[config.mk]
export PLATFORM = sky130hd
export DESIGN_NAME = llc_proc_update_tx
export DESIGN_NICKNAME = d
export VERILOG_FILES = /design/src/rtl/llc_proc_update_tx.sv
export SDC_FILE = /design/constraint.sdc
export NUM_CORES = 1
export LEC_CHECK = 0
export ABC_AREA = 0
export CORE_MARGIN = 1
export CORE_UTILIZATION = 55
export DETAILED_ROUTE_END_ITERATION = 16
export PLACE_DENSITY = 0.89
export SKIP_LAST_GASP = 1
export SLEW_MARGIN = 20
export SYNTH_ARGS = -nofsm -noshare
export SYNTH_HDL_FRONTEND = slang
export SYNTH_SLANG_ARGS = --single-unit
[constraint.sdc]
create_clock -name clk -period 5.6 [get_ports clk]
set_input_delay 1.4 -clock clk [delete_from_list [all_inputs] [get_ports clk]]
set_output_delay 1.4 -clock clk [all_outputs]
set_load 0.01 [all_outputs]
[src/rtl/llc_proc_update_tx.sv]
// Process->update transmit buffer: circular FIFO toward the update stage with flush-marker
// injection, per-table-pointer in-flight tracking and a sticky multi-flag error.
module llc_proc_update_tx #(
  parameter int unsigned DEPTH    = 2,
  parameter int unsigned TBL_ENTS = 8,
  parameter int unsigned PKT_W    = 32
) (
  input  logic                     clk,
  input  logic                     rst,
  input  logic                     proc_valid,
  input  logic [PKT_W-1:0]         proc_data,
  output logic                     proc_ready,
  input  logic                     flush_pipeline_req,
  output logic                     pr_proc_update_valid_out,
  output logic [PKT_W-1:0]         pr_proc_update_data_out,
  input  logic                     pr_proc_update_ready_in,
  output logic [TBL_ENTS-1:0]      inflight_mask,
  output logic [$clog2(DEPTH):0]   occupancy,
  output logic                     err_multi_flag
);

  localparam int unsigned AW        = $clog2(DEPTH);
  localparam int unsigned OCC_W     = AW + 1;
  localparam int unsigned PTR_LSB   = 0;
  localparam int unsigned PTR_W     = 3;
  localparam int unsigned FLAG_LSB  = 3;
  localparam int unsigned FLAG_W    = 9;
  localparam int unsigned FLUSH_BIT = 12;

  logic [PKT_W-1:0] mem_q [DEPTH];
  logic [AW-1:0]    wr_ptr_q, rd_ptr_q;
  logic [OCC_W-1:0] count_q;
  logic [OCC_W-1:0] ptr_cnt_q [TBL_ENTS];
  logic             flush_pending_q, flush_aged_q, err_q;

  logic             valid, deq, room, proc_enq, marker_enq, enq, multi;
  logic [PKT_W-1:0] head, enq_data;
  logic [TBL_ENTS-1:0] inc_vec, dec_vec;

  always_comb begin
    valid      = count_q != '0;
    head       = mem_q[rd_ptr_q];
    deq        = valid && pr_proc_update_ready_in;
    room       = (count_q < OCC_W'(DEPTH)) || deq;
    // A flush that has already yielded once takes the next free slot.
    proc_ready = room && !flush_aged_q;
    proc_enq   = proc_valid && proc_ready;
    marker_enq = flush_pending_q && room && (!proc_valid || flush_aged_q);
    enq        = proc_enq || marker_enq;
    enq_data   = '0;
    if (proc_enq) begin
      enq_data = proc_data;
    end else begin
      enq_data[FLUSH_BIT] = 1'b1;
    end
    multi = $countones(proc_data[FLAG_LSB +: FLAG_W]) > 1;
    for (int p = 0; p < TBL_ENTS; p++) begin
      inc_vec[p] = enq && !enq_data[FLUSH_BIT] && (enq_data[PTR_LSB +: PTR_W] == PTR_W'(p));
      dec_vec[p] = deq && !head[FLUSH_BIT] && (head[PTR_LSB +: PTR_W] == PTR_W'(p));
      inflight_mask[p] = ptr_cnt_q[p] != '0;
    end
    pr_proc_update_valid_out = valid;
    pr_proc_update_data_out  = head;
    occupancy                = count_q;
    err_multi_flag           = err_q;
  end

  always_ff @(posedge clk) begin
    if (rst) begin
      for (int i = 0; i < DEPTH; i++) mem_q[i] <= '0;
      for (int p = 0; p < TBL_ENTS; p++) ptr_cnt_q[p] <= '0;
      wr_ptr_q        <= '0;
      rd_ptr_q        <= '0;
      count_q         <= '0;
      flush_pending_q <= 1'b0;
      flush_aged_q    <= 1'b0;
      err_q           <= 1'b0;
    end else begin
      if (enq) begin
        mem_q[wr_ptr_q] <= enq_data;
        wr_ptr_q        <= wr_ptr_q + AW'(1);
      end
      if (deq) rd_ptr_q <= rd_ptr_q + AW'(1);
      count_q <= count_q + OCC_W'(enq) - OCC_W'(deq);
      // A request arriving while one is pending (or being emitted) merges into it.
      flush_pending_q <= (flush_pending_q && !marker_enq) ||
                         (flush_pipeline_req && !flush_pending_q);
      flush_aged_q    <= flush_pending_q && !marker_enq;
      if (proc_enq && multi) err_q <= 1'b1;
      for (int p = 0; p < TBL_ENTS; p++) begin
        if (inc_vec[p] && !dec_vec[p]) begin
          ptr_cnt_q[p] <= ptr_cnt_q[p] + OCC_W'(1);
        end else if (dec_vec[p] && !inc_vec[p]) begin
          ptr_cnt_q[p] <= ptr_cnt_q[p] - OCC_W'(1);
        end
      end
    end
  end

endmodule
==> results.sh <==
export IMPL_crit_path_start_kind="primary input"
export IMPL_dpl_hpwl_um=6320
export IMPL_yosys_area_top_type="edfxtp_1"
export IMPL_ir_drop_mv=0.188
export IMPL_crit_required_ns=5.83
export IMPL_antenna_found_initial=0
export IMPL_root_buffer="clkbuf_8"
export IMPL_dieArea_mm2=0.00855
export IMPL_outcome="complete, no violations"
export IMPL_slowest_delay_ns=0.57
export IMPL_drv_cap=0
export IMPL_critPathKind="in -> reg"
export IMPL_crit_fanout=2
export IMPL_initial_core_util_pct=57.7
export IMPL_routed_wl_um=9030
export IMPL_worst_pin_slew_ns=0.994
export IMPL_p_per_area_mw_per_mm2=357
export IMPL_route_detailed_drc=0
export IMPL_slew_headroom_pct=33.5
export IMPL_seq_power_share_pct=46.8
export IMPL_core_area_mm2=0.00781
export IMPL_antenna_cells=0
export IMPL_wl_per_cell_um=16.5
export IMPL_clock_sinks=88
export IMPL_cts_buffers=9
export IMPL_avgSynthCellArea_um2=12.4
export IMPL_drtIter0Drc=122
export IMPL_synth_top_area_share_pct=53.3
export IMPL_rsz0062_at_grt="false"
export IMPL_io_buffers=81
export IMPL_drt_pass1_iter_count=5
export IMPL_p_leak_nw=2.11
export IMPL_hold_buffers=0
export IMPL_finalCriticalPeriod_ns=4.29
export IMPL_area_delta_synth_final_pct=24.4
export IMPL_path_cells="clkdlybuf4s50_1 > inv_1 > fa_1 > fa_1 > fa_1 > fa_1 > inv_1 > fa_1 > nor2_1 > a211oi_1"
export IMPL_std_cell_rows=32
export IMPL_ys_ff_latch=88
export IMPL_slew_viol_final=0
export IMPL_critPathArrivalTime_ns=4.52
export IMPL_clk_pin_slew_ns=0.09
export IMPL_synth_edff_count=80
export IMPL_critPathCapture="err_multi_flag$_SDFFE_PP0P_"
export IMPL_final_nets=487
export IMPL_clk_path_buf_depth=2
export IMPL_grt_pass1_wl_um=14500
export IMPL_seq_area_frac_synth_pct=56.9
export IMPL_insertion_delay_ns=0.36
export IMPL_setup_violations=0
export IMPL_dr_total_vias=2999
export IMPL_drive_gt1_share_pct=15.5
export IMPL_async_flop_share_pct=0
export IMPL_clock_skew_ns=0.0150
export IMPL_synth_most_common_cell="edfxtp_1"
export IMPL_h_tree_depth=3
export IMPL_ant_nets=0
export IMPL_r2r_end="ptr_cnt_q[0][4]$_SDFFCE_PN0P_"
export IMPL_syn_num_nets=410
export IMPL_synth_area_mm2=0.00450
export IMPL_gr_usage_all_layers_pct=22.6
export IMPL_cts_repair_resize_count=0
export IMPL_hold_path_class="reg -> reg"
export IMPL_clkPwrFrac_pct=20.3
export IMPL_postCtsSetupBuffers=0
export IMPL_grt_ovfl_total=0
export IMPL_rr_worst_depth=5
export IMPL_vias_per_cell=5.48
export IMPL_synth_ff_type="edfxtp_1"
export IMPL_cp_common_cell="fa_1"
export IMPL_timing_hold_ws_ns=0.508
export IMPL_yosys_top_cells_count="edfxtp_1 (80), and2_1 (54), mux2_2 (30), inv_1 (19), nor3_1 (17)"
export IMPL_chipHeight_um=92.5
export IMPL_p_int_mw=1.38
export IMPL_hold_viol_final=0
export IMPL_syn_instance_count=363
export IMPL_hold_path_depth=2
export IMPL_die_w_um=92.5
export IMPL_gp_congestion=0.814
export IMPL_reg2reg_slack_ns=2.96
export IMPL_min_from="flush_pending_q$_SDFF_PP0_"
export IMPL_grt_pass1_vias=3058
export IMPL_fin_tns_setup_ns=0
export IMPL_combPwrFrac_pct=32.9
export IMPL_p_total_mw=2.00
export IMPL_p_switching_mw=0.623
export IMPL_io_pins=82
export IMPL_crit_slowest_cell="fa_1"
export IMPL_grt_max_degree=41
export IMPL_ys_warn_count=0
export IMPL_synth_area_top_cells="edfxtp_1 (53%), and2_1 (7.5%), mux2_2 (7.5%)"
export IMPL_cts_tree="yes"
export IMPL_finalCritPeriodShare_pct=76.5
export IMPL_power_switching_share_pct=31.2
export IMPL_yosysUniqueCellTypes=45
export IMPL_max_freq_ghz=0.233
export IMPL_cp_end_kind="flip-flop"
export IMPL_crit_start="proc_data[3]"
-- kinds of logic after synthesis --
logic type	synth area share (%)
and+or+nand+nor	20.1
DFF	56.9
buffers and inverters	3.20
muxes	8.70
AOI/OAI and AO/OA	4.92
xor gates and xnor gates	2.53
adders and majority gates	3.61
-- metal layers --
metal,track usage [%],wire [um]
met1,26.1,3620
met2,39.6,4740
met3,5.17,412
met4,11.1,256
met5,0,0
-- state kept, by name (all words and copies together) (netlist names), named ones only --
| signal | cells |
|---|---|
| mem_q | 64 |
| ptr_cnt_q | 16 |
| occupancy | 2 |
| err_multi_flag | 1 |
| flush_aged_q | 1 |
| flush_pending_q | 1 |
| rd_ptr_q | 1 |
| wr_ptr_q | 1 |
-- worst min-delay path by stage --
stage                                         end  slack, ns
after floorplan           flush_aged_q$_SDFF_PP0_       0.45
after global placement    flush_aged_q$_SDFF_PP0_       0.47
after detailed placement  flush_aged_q$_SDFF_PP0_       0.49
after CTS                 flush_aged_q$_SDFF_PP0_       0.50
after global routing      flush_aged_q$_SDFF_PP0_       0.54
final                     flush_aged_q$_SDFF_PP0_       0.51
-- through the flow --
stage / worst slack [ns] / cell area [um^2] / util [%] / cells
after global placement: 1.10 / 5420 / 69.4 / 531
after CTS: 1.35 / 5600 / 71.7 / 547
after floorplan: 1.62 / 4500 / - / 363
after global routing: 1.21 / 5600 / 71.7 / 547
final: 1.31 / 5600 / 71.7 / 547
after detailed placement: 0.974 / 5420 / 69.5 / 531
-- cell usage in the layout, fill, tap and decap left out, types with 8 or more instances in the layout --
cell type and n:
nor3_1 17, a21oi_1 9, nor2_1 12, inv_1 19, clkbuf_8 9, or2_2 8, nand2b_1 14, mux2_2 30
and2_1 54, clkdlybuf4s50_1 81, nand2_1 9, edfxtp_1 80
-- cell type report --
class | instances | area [um^2]
fillers | 549 | 2210
multi-input cells | 237 | 1830
inverters | 21 | 78.8
clock buffers | 9 | 124
repair buffers | 83 | 826
well taps | 102 | 128
flip-flops and latches | 88 | 2560
clock inverters | 7 | 52.6
-- power groups by stage --
stage	logic (mW)	registers, mW	clock network, mW
2_1_floorplan	0.393	0.901	0
3_5_place_dp	0.660	0.951	0
5_1_grt	0.704	0.952	0.432
4_1_cts	0.665	0.937	0.405
6_report	0.658	0.934	0.406
3_3_place_gp	0.644	0.943	0
-- worst max-delay path: cells and delay by family --
family          cells  cell delay [ns]
simple gates        1             0.12
compound gates      1             0.08
fa+ha+maj           5             2.29
buf+inv             3             0.63
Power figures use the tool's default switching activity.
==> edit, RTL diff (same settings) <==
The parameter `TBL_ENTS` goes from 8 to 4.
--- a/src/rtl/llc_proc_update_tx.sv
+++ b/src/rtl/llc_proc_update_tx.sv
@@ -2,7 +2,7 @@
 // injection, per-table-pointer in-flight tracking and a sticky multi-flag error.
 module llc_proc_update_tx #(
   parameter int unsigned DEPTH    = 2,
-  parameter int unsigned TBL_ENTS = 8,
+  parameter int unsigned TBL_ENTS = 4,
   parameter int unsigned PKT_W    = 32
 ) (
   input  logic                     clk,
Ports: changed (resized inflight_mask); port bits go from 82 to 78. The function was not compared with the original's and may differ.
==> edit against the unedited design <==
Final area decreased by 10%. Power decreased by 3.7%. Maximum frequency increased by 0.22%. Count of clock-buffer cells in the layout increased by 1. Worst setup slack improved by 0.0096 ns. Wire length decreased by 12%. Synthesized cell count decreased by 15%. Critical endpoint unchanged. Utilization increased by 1.4 points. Non-clock buffer count decreased by 5. Die area decreased by 12%. Sequential power decreased by 8.0%. Area after synthesis decreased by 12%. Sequential cell count decreased by 8. Largest power group unchanged.
==> edit: results (changes against the unedited design) <==
Status
  – Status: finished clean

Synthesis
  – Netlist cell types: 45 (unchanged)
  – Post-synth EDFFs: 72 (-10%)
  – Synth Net Count: 357 (-13%)
  – Sequential element share of the synthesized area: 0.588 (+0.0189)
  – Commonest cells in the synthesized netlist: edfxtp_1 (72), and2_1 (42), nor4_1 (23)
  – Synth top area cells: edfxtp_1 (55%), and2_1 (6.7%), dfxtp_1 (4.1%)

Setup path
  – Worst R2R Setup Slack: 2.69 ns (-0.27 ns)
  – Worst EP arrival: 4.50 ns (-0.02 ns)
  – Crit Path Max Fanout: 3 (+1)

Routing
  – Final Routed Wirelength: 7.95 mm (-12%)
  – Vias/cell: 5.59 (+2.0%)
  – Drt initial violations: 136 (+11%)
  – Drt pass-1 iters: 4 (-1)

Timing
  – Worst Tran Pin Value: 0.999 ns (+0.00505 ns)
  – Min Hold Slack: 0.509 ns (+0.00159 ns)
  – Skew final: 0.00668 ns (-0.00832 ns)
  – Fin crit share: 0.764 (-0.00171)

Final layout
  – Most flops, register: mem_q
  – Layout cell share with drive strength beyond 1: 0.112 (-0.0431)
  – Nets: 426 (-13%)
  – Largest register FFs: 64 (unchanged)
  – N_diodes: 0 (unchanged)

Place
  – Routability congestion estimate: 0.810 (-0.50%)
  – Buffers on Ports: 77 (-4.9%)
  – Place WS: 0.967 ns (-0.00695 ns)
  – Final HPWL DP: 5.25 mm (-17%)

Clock tree
  – Num CTS Buffers: 9 (unchanged)
  – Worst-path clk slew: 0.08 ns
  – Clock Tree Buf Depth: 2 (unchanged)
  – H-tree levels: 3 (unchanged)
  – Post-CTS Resized: 0 (unchanged)
  – Skew-Pair Late Insertion Delay: ~0.35 ns

Pwr
  – Sw frac: 0.295 (-0.0172)
  – Peak VDD IR: 226 uV (+20%)
  – Leak pwr: 1.89 nW (-10%)

GRT
  – First-pass GRT wire length: 12.8 mm (-12%)
  – GR Util All Layers: 0.228 (+0.00193)
  – Pin count of the biggest net entering global routing: 45 (+9.8%)
  – Vias in the first global route: 2,698 (-12%)
  – Initial antenna violation count: 0 (unchanged)

Hold path
  – Min-delay worst type: flip-flop to flip-flop
-- edit: cell count changes in the layout (fill, tap and decap cells not counted), moves of 11 or more --
cell and delta:
and2_1 -12, nor3_1 -15, nand2b_1 -11, nor4_1 +21, mux2_1 +14, mux2_2 -16
-- edit: power by group through the flow --
| stage | combinational [mW] | sequential, mW | clock, mW |
|---|---|---|---|
| after floorplan | 0.362 | 0.820 | 0 |
| after global placement | 0.586 | 0.865 | 0 |
| after detailed placement | 0.602 | 0.874 | 0 |
| after CTS | 0.609 | 0.860 | 0.458 |
| after global routing | 0.654 | 0.875 | 0.481 |
| final | 0.608 | 0.859 | 0.457 |
-- edit: critical path: stages --
cell and delay (ns):
clkdlybuf4s50_1 0.45, inv_1 0.07, fa_1 0.56, fa_1 0.43
fa_1 0.46, fa_1 0.41, inv_1 0.10, fa_1 0.40
nor2_1 0.12, a211oi_1 0.08
-- edit: logic make-up (layout without fill, tap and decap cells) --
kind of cell	after synthesis	after routing	synth area share
XOR/XNOR	6	6	0.0133
AO/OA/AOI/OAI	25	25	0.0415
adder cells (fa/ha/maj)	10	10	0.0412
buffers and inverters	44	118	0.0440
AND/OR/NAND/NOR	112	112	0.174
multiplexers	33	33	0.0979
flip-flops	80	80	0.588
-- edit: final timing paths --
kind                                    from                       endpoint  cells after the start
setup / recovery                proc_data[3]    err_multi_flag$_SDFFE_PP0P_                     10
hold / removal    flush_pending_q$_SDFF_PP0_        flush_aged_q$_SDFF_PP0_                      2
setup reg to reg                   flip-flop  ptr_cnt_q[1][0]$_SDFFCE_PN0P_                      5
hold reg to reg   flush_pending_q$_SDFF_PP0_        flush_aged_q$_SDFF_PP0_                      2
-- edit: final cells by class --
| type | count | area, um2 |
|---|---|---|
| multi-input cells | 186 | 1500 |
| clock buffers | 10 | 128 |
| flip-flops and latches | 80 | 2320 |
| well taps | 96 | 120 |
| repair buffers | 78 | 778 |
| inverters | 24 | 90.1 |
| clock inverters | 6 | 83.8 |
| fillers | 467 | 1850 |
-- edit: routing by layer --
metal  up-vias  part of all wire  global-route usage
met3        11             0.050              0.0352
met4         0             0.019               0.109
met1      1306              0.44               0.284
met5         -                 0                   0
li1       1272                 -                   -
met2        96              0.50               0.392
-- edit: stage by stage --
stage          std cells  area (um2)
6_report             480        5020
5_1_grt              480        5020
3_3_place_gp         464        4800
4_1_cts              480        5010
2_1_floorplan        310        3950
3_5_place_dp         464        4800
